### config.mk
export PLATFORM = sky130hd
export DESIGN_NAME = mem_bus_ctrl
export DESIGN_NICKNAME = d
export VERILOG_FILES = /design/src/rtl/mem_bus_pkg.sv /design/src/rtl/mem_bus_ctrl_port_sync.sv /design/src/rtl/mem_bus_ctrl.sv
export SDC_FILE = /design/constraint.sdc
export NUM_CORES = 1
export LEC_CHECK = 0
export CAP_MARGIN = 20
export CORE_AREA = 2 2 150 225
export DETAILED_ROUTE_END_ITERATION = 6
export DIE_AREA = 0 0 152 227
export DONT_BUFFER_PORTS = 1
export GPL_TIMING_DRIVEN = 1
export HOLD_SLACK_MARGIN = 0.15
export PLACE_DENSITY_LB_ADDON = 0.2
export SYNTH_ARGS = -nofsm -noshare
export SYNTH_HDL_FRONTEND = slang
export SYNTH_SLANG_ARGS = --single-unit
### constraint.sdc
create_clock -name iClk -period 9.4 [get_ports iClk]
set_input_delay 1.88 -clock iClk [delete_from_list [all_inputs] [get_ports iClk]]
set_output_delay 1.88 -clock iClk [all_outputs]
set_load 0.1 [all_outputs]
### src/rtl/mem_bus_pkg.sv
// Shared types and constants for the memory-side bus controller.
package mem_bus_pkg;

    typedef enum logic [1:0] {
        ST_IDLE,
        ST_WAIT,
        ST_ACCESS,
        ST_DONE
    } state_t;

    typedef enum logic [1:0] {
        RGN_RAM,
        RGN_IO_DATA,
        RGN_IO_RB,
        RGN_UNMAPPED
    } region_t;

    localparam logic [31:0] IO_OFS_DATA     = 32'd0;
    localparam logic [31:0] IO_OFS_RB       = 32'd1;
    localparam logic [31:0] IO_BASE_DEFAULT = 32'hFFFF_FF00;
    localparam int          WAIT_CNT_W      = 3;

endpackage

### src/rtl/mem_bus_ctrl_port_sync.sv
// Two-flop synchronizer for an asynchronous multi-bit input bus.
module port_sync #(
    parameter int WIDTH = 32
) (
    input  logic             clk,
    input  logic             rst,
    input  logic [WIDTH-1:0] d,
    output logic [WIDTH-1:0] q
);

    logic [WIDTH-1:0] meta;

    always_ff @(posedge clk or posedge rst) begin
        if (rst) begin
            meta <= '0;
            q    <= '0;
        end else begin
            meta <= d;
            q    <= meta;
        end
    end

endmodule

### src/rtl/mem_bus_ctrl.sv
// Memory bus controller: decodes core accesses to RAM, the I/O port or an
// unmapped error, with programmable wait states and a four-phase handshake.
module mem_bus_ctrl
    import mem_bus_pkg::*;
#(
    parameter int          ADDR_W      = 9,
    parameter int          WAIT_STATES = 1,
    parameter logic [31:0] IO_BASE     = IO_BASE_DEFAULT
) (
    input  logic              iClk,
    input  logic              iRst,
    input  logic              iMemRead,
    input  logic              iMemWrite,
    input  logic [31:0]       iMemAddr,
    input  logic [31:0]       iMemData,
    output logic [31:0]       oMemData,
    output logic              oMemRdy,
    output logic [ADDR_W-1:0] oRamAddr,
    output logic              oRamWe,
    output logic [31:0]       oRamWData,
    input  logic [31:0]       iRamRData,
    input  logic [31:0]       iPORT,
    output logic [31:0]       oPORT,
    output logic              oBusErr
);

    state_t                state;
    region_t               rgn_q;
    logic                  wr_q;
    logic [31:0]           wdata_q;
    logic [WAIT_CNT_W-1:0] wait_cnt;
    logic                  acc_ph;
    logic [31:0]           port_s;
    logic [31:0]           rd_sel;
    logic                  strobe;

    port_sync #(.WIDTH(32)) u_port_sync (
        .clk (iClk),
        .rst (iRst),
        .d   (iPORT),
        .q   (port_s)
    );

    function automatic region_t decode(input logic [31:0] a);
        if ((a >> ADDR_W) == 32'd0)
            return RGN_RAM;
        else if (a == IO_BASE + IO_OFS_DATA)
            return RGN_IO_DATA;
        else if (a == IO_BASE + IO_OFS_RB)
            return RGN_IO_RB;
        else
            return RGN_UNMAPPED;
    endfunction

    assign strobe = iMemRead | iMemWrite;

    always_comb begin
        rd_sel = 32'd0;
        case (rgn_q)
            RGN_RAM:     rd_sel = iRamRData;
            RGN_IO_DATA: rd_sel = port_s;
            RGN_IO_RB:   rd_sel = oPORT;
            default:     rd_sel = 32'd0;
        endcase
    end

    // ACCESS spans two cycles: the RAM address is presented from capture, so
    // read data is valid in the second cycle; the write strobe fires there too.
    always_ff @(posedge iClk or posedge iRst) begin
        if (iRst) begin
            state     <= ST_IDLE;
            rgn_q     <= RGN_UNMAPPED;
            wr_q      <= 1'b0;
            wdata_q   <= 32'd0;
            wait_cnt  <= '0;
            acc_ph    <= 1'b0;
            oMemData  <= 32'd0;
            oMemRdy   <= 1'b0;
            oRamAddr  <= '0;
            oRamWe    <= 1'b0;
            oRamWData <= 32'd0;
            oPORT     <= 32'd0;
            oBusErr   <= 1'b0;
        end else begin
            oRamWe  <= 1'b0;
            oBusErr <= 1'b0;
            case (state)
                ST_IDLE: begin
                    if (strobe) begin
                        rgn_q   <= decode(iMemAddr);
                        wr_q    <= iMemWrite;
                        wdata_q <= iMemData;
                        acc_ph  <= 1'b0;
                        if (decode(iMemAddr) == RGN_RAM) begin
                            oRamAddr <= iMemAddr[ADDR_W-1:0];
                            if (iMemWrite)
                                oRamWData <= iMemData;
                        end
                        if (WAIT_STATES > 0) begin
                            wait_cnt <= WAIT_CNT_W'(WAIT_STATES - 1);
                            state    <= ST_WAIT;
                        end else begin
                            state <= ST_ACCESS;
                        end
                    end
                end
                ST_WAIT: begin
                    if (wait_cnt == '0)
                        state <= ST_ACCESS;
                    else
                        wait_cnt <= wait_cnt - 1'b1;
                end
                ST_ACCESS: begin
                    if (!acc_ph) begin
                        acc_ph <= 1'b1;
                        oRamWe <= (rgn_q == RGN_RAM) && wr_q;
                    end else begin
                        state   <= ST_DONE;
                        oMemRdy <= 1'b1;
                        oBusErr <= (rgn_q == RGN_UNMAPPED);
                        if (!wr_q)
                            oMemData <= rd_sel;
                        if (wr_q && rgn_q == RGN_IO_DATA)
                            oPORT <= wdata_q;
                    end
                end
                ST_DONE: begin
                    if (!strobe) begin
                        state   <= ST_IDLE;
                        oMemRdy <= 1'b0;
                    end
                end
                default: state <= ST_IDLE;
            endcase
        end
    end

endmodule

Word level (Yosys, flattened, before mapping)
Index checks and enable logic that the tools add are counted.
{ "word_totals": {"inputBits": 132, "elab_cells": 73, "out_inout_bits": 108, "reg_bits": 213} }
{ "op_classes": {"reduce_logical": 19, "eq_ne": 13, "bitwise": 2, "n_mux": 23, "addsub": 1} }
{ "op_table": {"columns": ["cell", "count"], "rows": [
  ["one-hot mux 32 bit (3 select lines)", 1],
  ["equality test 32 bit (second input constant)", 2],
  ["zero test 32 bit", 1],
  ["two-way mux 2 bit", 8],
  ["AND reduction 3 bit", 5],
  ["inequality test 2 bit (second input constant)", 5],
  ["equality test 2 bit (second input constant)", 4],
  ["two-way mux 1 bit", 8],
  ["one-hot mux 2 bit (4 select lines)", 1],
  ["AND reduction 4 bit", 2],
  ["zero test 2 bit", 3],
  ["two-way mux 3 bit", 2],
  ["one-hot mux 3 bit (2 select lines)", 1],
  ["nonzero test 2 bit", 3],
  ["equality test 2 x 1 -> 1 bit (second input constant)", 2],
  ["one-hot mux 1 bit (2 select lines)", 2],
  ["AND reduction 2 bit", 2],
  ["zero test 3 bit", 1],
  ["subtractor 3 x 1 -> 3 bit (second input constant)", 1],
  ["logical AND 1 bit", 2],
  ["NOT 1 bit", 1],
  ["bitwise OR 1 bit", 1]
]} }

Depth between registers and ports, before layout
Gate-level depths: netlist of the first run.
{ "logic_depth": {"depth_word": 8, "depth_mapped": 7} }

By module
From an unflattened synthesis of the first run, not the netlist that was laid out.
{ "hier_totals": {"cells_unflattened": 591, "area_unflattened_um2": 8076.5} }
{ "modules_own_cells": {"columns": ["mod", "instances", "area_per_inst_um2", "cells_each", "seq_area_each_um2"], "rows": [
  ["mem_bus_ctrl", 1, 6471.2, 526, 3731.1],
  ["port_sync", 1, 1605.3, 65, 1601.5]
]} }

Worst setup path after synthesis of the first run
Ideal clock, no wire load.
{ "synth_path": {"kind": "input-to-reg", "start": "input iMemAddr[10]", "end": "register oRamWData[1]", "path_stages": 5, "required_time_ns": 9.275, "path_slack_ns": 6.029, "arrival_time_ns": 3.245, "path_cell_list": "nor4_1 > nand4_1 > nor3_4 > buf_6 > mux2_2"} }
{ "synth_between": {"elab_chain_len": 8} }
{ "synth_lines": {"columns": ["element", "line_no", "text"], "rows": [
  ["start: declaration", "mem_bus_ctrl.sv:14", "input logic [31:0] iMemAddr,"],
  ["equality test 32 bit", "mem_bus_ctrl.sv:49", "else if (a == IO_BASE + IO_OFS_RB)"],
  ["two-way mux 1 bit", "mem_bus_ctrl.sv:49", null],
  ["two-way mux 2 bit", "mem_bus_ctrl.sv:47", "else if (a == IO_BASE + IO_OFS_DATA)"],
  ["two-way mux 2 bit *", "mem_bus_ctrl.sv:45", "if ((a >> ADDR_W) == 32'd0)"],
  ["two-way mux 2 bit *", "mem_bus_ctrl.sv:89", "if (strobe) begin"],
  ["two-way mux 2 bit *", "mem_bus_ctrl.sv:87", "case (state)"],
  ["zero test 2 bit *", "mem_bus_ctrl.sv:94", "if (decode(iMemAddr) == RGN_RAM) begin"],
  ["AND reduction 4 bit (no source line) *", null, null],
  ["end signal: assignment", "mem_bus_ctrl.sv:97", "oRamWData <= iMemData;"],
  ["end: declaration", "mem_bus_ctrl.sv:20", "output logic [31:0] oRamWData,"]
]} }
Mark *: on every way between the ends. The rest lies on a longest branch, timed or not. The select of a mux whose other input is x is not followed.
A chain may end at the register's enable or synchronous reset.

Final worst setup path of the first run
{ "layout_path": {"start": "input iMemAddr[16]", "end": "register oRamWData[14]"} }
Same word-level chain as after synthesis.

==> results.ini, run 1 <==
[status]
outcome=finished clean

[pwr]
leakagePower_nw=4.27
power_density_mw_per_mm2=403
vdd.ir_drop.worst_mv=0.183

[route]
routed_wl_mm=21.2
viasPerCell=4.52
ant_nets=0
vias=4627
wire_per_inst_um=20.7
firstDrtPassIters=4
drt-initial-drc-count=156
drc=0

[layout]
n_antenna_cell=0
fin_cells=1024
fillers=3272
layout_common_cells=dfrtp_1, mux2_2, nand2_1, nor2_1, o21ai_0
drive_gt1_frac=0.259
mostFrequentLayoutCell=dfrtp_1
num-nets-final=732
syn_to_final_growth_pct=16.8

[die]
die_w_um=152
start_util=0.248
dieArea_mm2=0.0345
die_h_um=227
coreArea_mm2=0.0325
num_rows=81
io_pins=240

[clock_tree]
cts_sinks=213
cts_buffer_depth=3
post-cts-setup-buffers=0
hold_buffers=0
ctsResizeCount=0
cts_tree=yes
htree_levels=1
cts_inserted_buffers=22
clk_pin_slew_ns=0.07
cts_root_buffer=clkbuf_16
clkLatencyLatePin_ns=0.52

[critical_path]
cp.arrival_ns=4.21
cp_max_fo=19
crit_type=in -> reg
cp-start-kind=input port
critPathRequiredTime_ns=9.80
end_kind=flop

[global_routing]
grt_use_met3=0.0327
antenna_found_initial=1
grt_start_max_net_pins=152
busiest_layer=met2
grt_pass1_vias=5190
grt_pass1_wl_mm=32.0
use_met1=0.127
grt_util_met2=0.226
grt-ovfl-total=0
track_usage=0.120

[sta]
drv_slew=0
min_period_over_period=0.405
rsz0062_at_grt=no
tns_ns=0
worst_pin_slew_ns=1.06
setup_viol=0
fin_skew_ns=0.0115
layout_setup_ws_ns=5.59
period_minus_slack_ns=3.81
slew_headroom=0.295
fmaxAchievable_mhz=263
hold_viol_final=0

[logic_synthesis]
synth.avg_cell_area_um2=13.7
synth_edf_count=0
syn_nets=729
syn_area_mm2=0.00806
ys_types=32
synthCells=590
async_flop_share=1.00
seq_area_frac_synth=0.661
synth_flop_cell=dfrtp_1
synth-seq-cells=213
yosysWarnings=0

[job]
drv_cap=0

[placed_design]
placed_cells=983
io_buffers=0
finalWeightedCongestion=0.808
hpwl_mm=14.6
pre_cts_ws_ns=4.99

[hold_path]
hp-class=reg -> reg

path summary, 6_finish.rpt:
| path | from | endpoint | slack [ns] | depth (start not counted) |
|---|---|---|---|---|
| min reg2reg | u_port_sync.meta[31]$_DFF_PP0_ | u_port_sync.q[31]$_DFF_PP0_ | 0.34 | 0 |
| max | iMemAddr[16] | oRamWData[14]$_DFFE_PP0P_ | 5.59 | 5 |
| min | u_port_sync.meta[31]$_DFF_PP0_ | u_port_sync.q[31]$_DFF_PP0_ | 0.34 | 0 |
| max reg2reg | state[0]$_DFFE_PP0P_ | oRamWData[14]$_DFFE_PP0P_ | 6.66 | 6 |
| max in group asynchronous | iRst | u_port_sync.q[3]$_DFF_PP0_ | 6.65 | 3 |
| min in group asynchronous | iRst | oRamWData[26]$_DFFE_PP0P_ | 1.16 | 1 |
worst max-delay path, stage by stage:
cell     delay (ns)
nor4_1         0.32
nand4_1        0.31
nor3_4         0.85
buf_4          0.44
mux2_2         0.38
per-layer routing:
metal,wire length (um),up-vias
li1,-,2043
met1,7570,2349
met2,11500,188
met3,1410,45
met4,658,2
met5,13,-
flip-flops by register name, summed over array words and instances (netlist names):
register          count
wr_q                  1
oRamWe                1
oBusErr               1
state                 2
oMemRdy               1
oMemData             32
u_port_sync.q        32
oRamAddr              9
wdata_q              32
wait_cnt              3
acc_ph                1
rgn_q                 2
oPORT                32
oRamWData            32
u_port_sync.meta     32
cell usage after synthesis (3+ instances only):
cell / instances / area [um2]
nor2_1: 42 / 158
ha_1: 7 / 87.6
nand4_1: 4 / 25.0
dfrtp_1: 211 / 5280
buf_6: 3 / 33.8
o21ai_0: 35 / 175
buf_2: 8 / 40.0
a21oi_1: 34 / 170
mux2_2: 104 / 1170
inv_1: 10 / 37.5
or4_1: 3 / 22.5
mux2i_1: 34 / 340
nand3_1: 3 / 15.0
nor4_1: 8 / 50.1
clkbuf_1: 17 / 63.8
nand2_1: 44 / 165
where the power goes:
group | internal, mW | leakage [nW] | switching [mW]
sequential | 1.12 | 2.68 | 1.06
clock | 0.657 | 0.421 | 0.370
combinational | 0.278 | 1.18 | 0.317
total | 2.05 | 4.27 | 1.75
metrics by stage:
step | total power, mW | hold WS (ns) | instance area (um2) | utilization
floorplan | 2.58 | 0.331 | 8060 | -
global placement | 2.79 | 0.333 | 8520 | 0.262
detailed placement | 2.82 | 0.335 | 8520 | 0.262
CTS | 3.87 | 0.334 | 9390 | 0.289
global route | 3.98 | 0.347 | 9420 | 0.289
finish | 3.80 | 0.336 | 9420 | 0.289
cell families after synthesis:
family / share of synthesized area
flip-flops: 0.661
multiplexers: 0.190
AND/OR/NAND/NOR: 0.0647
AO/OA/AOI/OAI: 0.0509
buffers and inverters: 0.0217
adder cells (fa/ha/maj): 0.0109
area by class of cell:
cell class	instances	area (um2)	area share
repair buffers	7	72.6	0.00771
flip-flops and latches	213	5330	0.566
inverters	10	45.0	0.00478
multi-input cells	339	2580	0.274
well taps	415	519	0.0551
clock buffers	30	662	0.0703
clock inverters	10	205	0.0218
Power figures use the tool's default switching activity.
==> run 2: changes to the inputs <==
- clock period: 9.4 -> 3.1 ns (I/O delays scaled with it)
==> run 2 against run 1 <==
- largest power group unchanged
- combinational power rose to 3.3 times the previous value
- sequential share of layout area fell by 1.7 points
- cell count rose by 4.3%
- global-route usage barely moved
- via count rose by 3.8%
- die area did not move
- setup slack got worse by 4.7 ns
==> results.ini, run 2 (synthesis gave the netlist of run 1 again) <==
[global_routing]
antenna_found_initial=2
grt_pass1_wl_mm=31.9
grt_start_max_net_pins=73
grt-ovfl-total=0
track_usage=0.121
grt_pass1_vias=5332

[critical_path]
cp.arrival_ns=1.54
crit_type=reg -> out
cp_max_fo=3
end_kind=output port
critPathRequiredTime_ns=2.48
cp-start-kind=flop

[layout]
fillers=3265
num-nets-final=777
syn_to_final_growth_pct=20.4
n_antenna_cell=0
multi_input_area_mm2=0.00258
design_area_mm2=0.00971
drive_gt1_frac=0.253
mostFrequentLayoutCell=dfrtp_1
layout_common_cells=dfrtp_1, mux2_2, nand2_1, nor2_1, o21ai_0
seq_area_mm2=0.00533
fin_cells=1068

[route]
viasPerCell=4.50
wire_per_inst_um=19.9
drt-initial-drc-count=168
vias=4805
routed_wl_mm=21.3
ant_nets=0
firstDrtPassIters=4
drc=0

[pwr]
vdd.ir_drop.worst_mv=0.478
power.share.sequential=0.588
clockPowerShare=0.238
power.switching_mw=5.29
power_density_mw_per_mm2=1150
swShare=0.474
p_int_mw=5.86
power_frac_comb=0.174
leakagePower_nw=4.40

[status]
outcome=finished clean

[clock_tree]
post-cts-setup-buffers=0
cts_buffer_depth=3
cts_tree=yes
htree_levels=1
clk_pin_slew_ns=0.06
clkLatencyLatePin_ns=0.52
cts_inserted_buffers=22
cts_root_buffer=clkbuf_16
cts_sinks=213

[sta]
drv_slew=0
fmaxAchievable_mhz=462
setup_viol=0
min_period_over_period=0.698
slew_headroom=0.306
worst_pin_slew_ns=1.04
period_minus_slack_ns=2.16
fin_skew_ns=0.00911
rsz0062_at_grt=no
hold_viol_final=0

[die]
dieArea_mm2=0.0345
num_rows=81
start_util=0.248
io_pins=240
die_h_um=227
die_w_um=152
coreArea_mm2=0.0325

[placed_design]
dpl_cell_area_mm2=0.00865
finalWeightedCongestion=0.816
io_buffers=0
placed_cells=996
hpwl_mm=15.4

[job]
drv_cap=0

[hold_path]
hp-class=in -> reg

-- run 2: cell types whose count changed in the layout (fill, tap and decap cells not counted), moves of 3 or more --
cell / before / now
clkinv_2: 2 / 5
dlygate4sd3_1: 0 / 33
buf_4: 6 / 16
bufinv_16: 6 / 2
clkbuf_1: 1 / 5
buf_12: 0 / 3
clkbuf_8: 6 / 2
-- run 2: metal layers --
layer	vias to the layer above	wire, um	track usage
met1	2412	7580	0.124
met5	-	27	0
li1	2135	-	-
met4	4	872	0.0582
met3	53	1500	0.0333
met2	201	11300	0.225
-- run 2: path summary, 6_finish.rpt --
path	start	to	slack, ns	cells after the start
setup / recovery	oPORT[31]$_DFFE_PP0P_	oPORT[31]	0.94	0
hold / removal	iMemData[0]	oRamWData[0]$_DFFE_PP0P_	0.24	1
setup reg to reg	state[0]$_DFFE_PP0P_	oRamWData[21]$_DFFE_PP0P_	0.96	6
hold reg to reg	u_port_sync.meta[31]$_DFF_PP0_	u_port_sync.q[31]$_DFF_PP0_	0.35	0
max in group asynchronous	iRst	u_port_sync.q[10]$_DFF_PP0_	1.53	4
min in group asynchronous	iRst	oRamWData[5]$_DFFE_PP0P_	0.65	2
-- run 2: what timing repair did --
item	CTS	global route
resized for setup	0	0
hold buffers	33	0
hold endpoints to repair	53	0
-- run 2: power groups by stage --
stage               sequential, mW  combinational, mW  clock, mW
finish                        6.55               1.94       2.66
global route                  6.64               2.20       2.87
CTS                           6.58               2.01       2.77
detailed placement            6.63               1.97          0
global placement              6.60               1.90          0
floorplan                     6.31               1.52          0
-- run 2: through the flow --
| step | setup WS, ns | util | setup TNS, ns | power, mW | hold WS, ns |
|---|---|---|---|---|---|
| after CTS | 0.876 | 0.298 | 0 | 11.4 | 0.203 |
| after floorplan | -0.289 | - | -60.88 | 7.83 | 0.331 |
| after global routing | 0.805 | 0.298 | 0 | 11.7 | 0.224 |
| final | 0.936 | 0.298 | 0 | 11.1 | 0.237 |
| after global placement | 0.631 | 0.266 | 0 | 8.51 | 0.331 |
| after detailed placement | 0.576 | 0.266 | 0 | 8.60 | 0.335 |
-- run 2: worst reg2reg max path: stages, from the launching register on --
cell     delay (ns)
dfrtp_1        0.40
inv_1          0.14
ha_1           0.30
nand2_1        0.18
nor3_4         0.20
buf_4          0.39
mux2_2         0.41
-- run 2: cell type report --
cell class / instances / area share
clock buffers: 30 / 0.0641
repair buffers: 52 / 0.0526
inverters: 10 / 0.00425
well taps: 415 / 0.0535
multi-input cells: 339 / 0.266
clock inverters: 9 / 0.0104
flip-flops and latches: 213 / 0.549
==> patch 1: new RTL, flow settings as in run 2 <==
Encoding of `state_t`: now one-hot (4 bits for 4 states).
--- a/src/rtl/mem_bus_pkg.sv
+++ b/src/rtl/mem_bus_pkg.sv
@@ -3,7 +3,7 @@
 
-    typedef enum logic [1:0] {
-        ST_IDLE,
-        ST_WAIT,
-        ST_ACCESS,
-        ST_DONE
+    typedef enum logic [3:0] {
+        ST_IDLE   = 4'b0001,
+        ST_WAIT   = 4'b0010,
+        ST_ACCESS = 4'b0100,
+        ST_DONE   = 4'b1000
     } state_t;
Formal check against the unedited RTL: same outputs for any inputs over 4 cycles, from zero or initial values and one cycle with iRst high; so few cycles prove little.
==> patch 1 against run 2 <==
Sequential share of layout area is 0.39 points lower; routed wire length rose by 3.7%; clock power grew 9.0%; synthesized area increased by 1.3%; sequential cell count is 2 higher; power fell by 23%; cell area up 1.7%; setup slack lost 62 ps; maximum frequency down 2.8%; register-to-register slack got worse by 90 ps; combinational power fell by 47%; critical endpoint is now oRamWData[14]$_DFFE_PP0P_; largest cell class unchanged; highest routed layer unchanged.
==> patch 1: results (changes against run 2) <==
routed_via_density: 4.473  # -0.58%
grt_pass1_wl_um: 33690  # +5.6%
ys_types: 39  # +22%
ys_seq_area_share_pct: 65.95  # -0.20 points
r2r_slack_ps: 870  # -90 ps
synthCells: 616  # +4.4%
grt_pass1_vias: 5596  # +5.0%
crit_path_start: "state[0]$_DFFE_PP1P_"
routedWlPerCell_um: 20.28  # +1.7%
first_iter_violations: 127  # -24%
grt_util_all_layers_pct: 12.61  # +0.55 points
synth_common_cells: "212 x dfrtp_1, 138 x nand2_1, 104 x mux2_2"
worstHoldEndpoint: "wdata_q[14]$_DFFE_PP0P_"
r2r_cells: 5  # -1
synthTopCellsByArea: "dfrtp_1 65%, mux2_2 14%, nand2_1 6.3%"
synth_fp_nets: 750  # +2.9%
drive_above_1_share_pct: 25.22  # -0.045 points
grt_max_degree: 95  # +30%
status: "complete, no violations"
critPathArrivalTime_ps: 2620  # +1080 ps
nets: 795  # +2.3%
clock_skew_ps: 6.205  # -2.909 ps
whs_path_depth: 2  # +1
cts_buffers: 23  # +4.5%
worst_slew_pin_slew_ps: 992.8  # -48.51 ps
antenna_found_initial: 1  # -1
routed_wl_um: 22090  # +3.7%
hpwl_um: 15210  # -1.2%
crit_fanout: 21  # +18
patch 1: cell types whose count changed in the layout (fill, tap and decap cells not counted), moves of 4 or more:
cell / run 2 / this run
a21oi_1: 34 / 2
ha_1: 7 / 2
inv_1: 9 / 2
nand2_1: 44 / 138
nand4_1: 4 / 8
nor2_1: 40 / 5
patch 1: cells by family (layout without fill, tap and decap cells):
group / count (synthesis) / count (layout) / synth area share (%)
AO/OA/AOI/OAI: 47 / 47 / 3.249
adder cells (fa/ha/maj): 2 / 2 / 0.3065
buffers and inverters: 33 / 91 / 1.931
flip-flops: 215 / 215 / 65.95
multiplexers: 137 / 137 / 18.41
AND/OR/NAND/NOR: 182 / 182 / 10.16
patch 1: per-layer routing:
| layer | GRT usage, % | share of wire [%] | up-vias |
|---|---|---|---|
| met3 | 3.331 | 5.9 | 43 |
| met1 | 13.77 | 37 | 2497 |
| li1 | - | - | 2182 |
| met4 | 4.763 | 2.8 | 2 |
| met5 | 0 | 0.059 | - |
| met2 | 23.39 | 54 | 147 |
patch 1: stage by stage:
step	cell area (sq um)	utilization, %	total power [mW]	worst slack, ps	hold slack [ps]
after CTS	9843	30.26	8.742	821.5	181.6
after global placement	8725	26.82	5.700	623.3	331.8
after floorplan	8168	-	5.392	-315.7	331.2
after detailed placement	8725	26.82	5.756	616.6	334.7
final	9871	30.34	8.597	874.2	209.6
after global routing	9871	30.34	9.053	753.5	195.7
patch 1: critical path, delay by kind of cell (launching register included):
family	cells	cell delay [ps]
buffers and inverters	1	390
and+or+nand+nor	3	740
muxes	1	390
DFF	1	580
patch 1: cell type report:
type / count / area (sq um)
Tap cell: 415 / 519.2
Multi-Input combinational cell: 368 / 2649
Sequential cell: 215 / 5384
Timing Repair Buffer: 50 / 515.5
Clock buffer: 30 / 641.9
Clock inverter: 8 / 146.4
Fill cell: 3242 / 22660
Inverter: 3 / 15.01
patch 1: what timing repair did:
item,4_1_cts,5_1_grt
hold buffers,33,0
hold endpoints to repair,54,0
resized for setup,0,0
patch 1: how the worst max path moves through the flow:
| stage | depth (start not counted) | to | slack [ps] |
|---|---|---|---|
| finish | 5 | oRamWData[14]$_DFFE_PP0P_ | 870 |
| floorplan | 1 | acc_ph$_DFFE_PP0P_ | -320 |
| CTS | 5 | oRamWData[14]$_DFFE_PP0P_ | 820 |
| global route | 5 | oRamWData[14]$_DFFE_PP0P_ | 750 |
| detailed placement | 5 | oRamWData[14]$_DFFE_PP0P_ | 620 |
| global placement | 5 | oRamWData[16]$_DFFE_PP0P_ | 620 |
patch 1: power by group:
part	internal [mW]	switching, mW	total (mW)
Sequential	3.23	1.45	4.68
Combinational	0.419	0.597	1.02
Clock	1.78	1.12	2.90
Total	5.43	3.16	8.60
==> patch 2: new RTL, flow settings as in run 2 <==
Made on the original files. Set the parameter `ADDR_W` to 10 (it was 9).
--- a/src/rtl/mem_bus_ctrl.sv
+++ b/src/rtl/mem_bus_ctrl.sv
@@ -5,3 +5,3 @@
 #(
-    parameter int          ADDR_W      = 9,
+    parameter int          ADDR_W      = 10,
     parameter int          WAIT_STATES = 1,
Interface: changed (resized oRamAddr); port bits go from 240 to 241. No check against the original RTL was run, so the function may have changed too.
==> patch 2 against run 2 <==
Maximum frequency shrank 4.9%; count of clock-buffer cells in the layout down 1; routed wire length rose by 2.7%; synthesized area rose by 0.37%; clock skew hardly changed; sequential cell count grew 1; synthesized cell count did not move; cell area up 0.84%; register-to-register slack got worse by 140 ps; global-route usage rose by 0.41 points; power grew 9.5%; highest routed layer unchanged; setup slack got worse by 110 ps.
==> patch 2: results (changes against run 2) <==
status: "complete, no violations"
peakVddDrop_uv: 561.7  # +17%
via_count: 4802  # -0.062%
cts-root-buf: "clkbuf_16"
synth_common_cells: "212 x dfrtp_1, 105 x mux2_2, 43 x nand2_1"
clock_skew_ps: 8.827  # -0.2871 ps
crit_path_start: "state[0]$_DFFE_PP0P_"
cts_hold_buf: 33  # unchanged
routedWlPerCell_um: 20.54  # +3.0%
synthTopCellsByArea: "dfrtp_1 66%, mux2_2 15%, mux2i_1 4.2%"
r2r_slack_ps: 820  # -140 ps
worstHoldEndpoint: "oRamWData[26]$_DFFE_PP0P_"
drive_above_1_share_pct: 25.38  # +0.12 points
ys_types: 31  # -3.1%
critPathArrivalTime_ps: 2660  # +1120 ps
ys_seq_area_share_pct: 66.21  # about the same
hpwl_um: 15180  # -1.3%
place.port_buffers: 0  # unchanged
r2r_end: "oRamAddr[4]$_DFFE_PP0P_"
grt_pass1_vias: 5438  # +2.0%
hold_class: "in -> reg"
place_inst: 991  # -0.50%
worst_slew_pin_slew_ps: 1064  # +22.47 ps
sw_frac_of_total_pct: 49.85  # +2.4 points
cts_buffers: 23  # +4.5%
nets: 774  # -0.39%
ctsResizeCount: 0  # unchanged
crit_fanout: 19  # +16
cts_setup_buffers: 0  # unchanged
placed_cell_area_sq_um: 8658  # about the same
gp_congestion: 0.7800  # -4.4%
async_flop_share_pct: 100.0  # unchanged
grt_pass1_wl_um: 33460  # +4.8%
worstHoldStart: "iMemData[26]"
first_iter_violations: 154  # -8.3%
grt_util_all_layers_pct: 12.47  # +0.41 points
grt_max_degree: 66  # -9.6%
routed_wl_um: 21880  # +2.7%
whs_ps: 244.0  # +6.794 ps
total_leakage_power_nw: 4.431  # +0.62%
synth_ff_type: "dfrtp_1"
cts.path.max_buffers: 3  # unchanged
crit_type: "reg -> reg"
==> patch 2: power groups by stage <==
stage	combinational (mW)	clock, mW	sequential (mW)
2_1_floorplan	1.57	0	7.06
3_3_place_gp	1.98	0	7.39
3_5_place_dp	2.05	0	7.41
4_1_cts	2.09	2.91	7.36
5_1_grt	2.32	3.01	7.43
6_report	2.06	2.80	7.33
==> patch 2: metrics by stage <==
step	setup WS (ps)	setup TNS (ps)	total power [mW]
2_1_floorplan	-302.5	-64140	8.632
3_3_place_gp	686.8	0	9.366
3_5_place_dp	681.6	0	9.464
4_1_cts	820.7	0	12.37
5_1_grt	689.6	0	12.76
6_report	824.5	0	12.20
==> patch 2: cell type report <==
| type | count | area (sq um) |
|---|---|---|
| multi-input cells | 337 | 2581 |
| clock buffers | 29 | 628.1 |
| fillers | 3251 | 22740 |
| clock inverters | 11 | 143.9 |
| repair buffers | 48 | 513.0 |
| flip-flops and latches | 214 | 5358 |
| inverters | 11 | 45.04 |
| well taps | 415 | 519.2 |
==> patch 2: kinds of logic (layout without fill, tap and decap cells) <==
kind of cell               after synthesis  after routing  synth area share (%)
DFF                                    214            214                 66.21
muxes                                  141            141                 19.10
and+or+nand+nor                        110            110                 6.247
AOI/OAI and AO/OA                       79             79                 5.149
buffers and inverters                   39             99                 2.211
adders and majority gates                7              7                 1.082
==> patch 2: worst max-delay path: stages (launching register included) <==
cell and delay [ps]:
dfrtp_1 410, inv_1 140, ha_1 350, o21ai_4 230
buf_16 220, nor3_4 410, mux2_2 400
==> patch 2: per-layer routing <==
layer  routed length [um]  vias up  GRT usage [%]
met2                11790      176          23.34
li1                     -     2138              -
met5                   13        -              0
met3                 1343       43          2.817
met1                 7926     2443          13.45
met4                  803        2          5.487
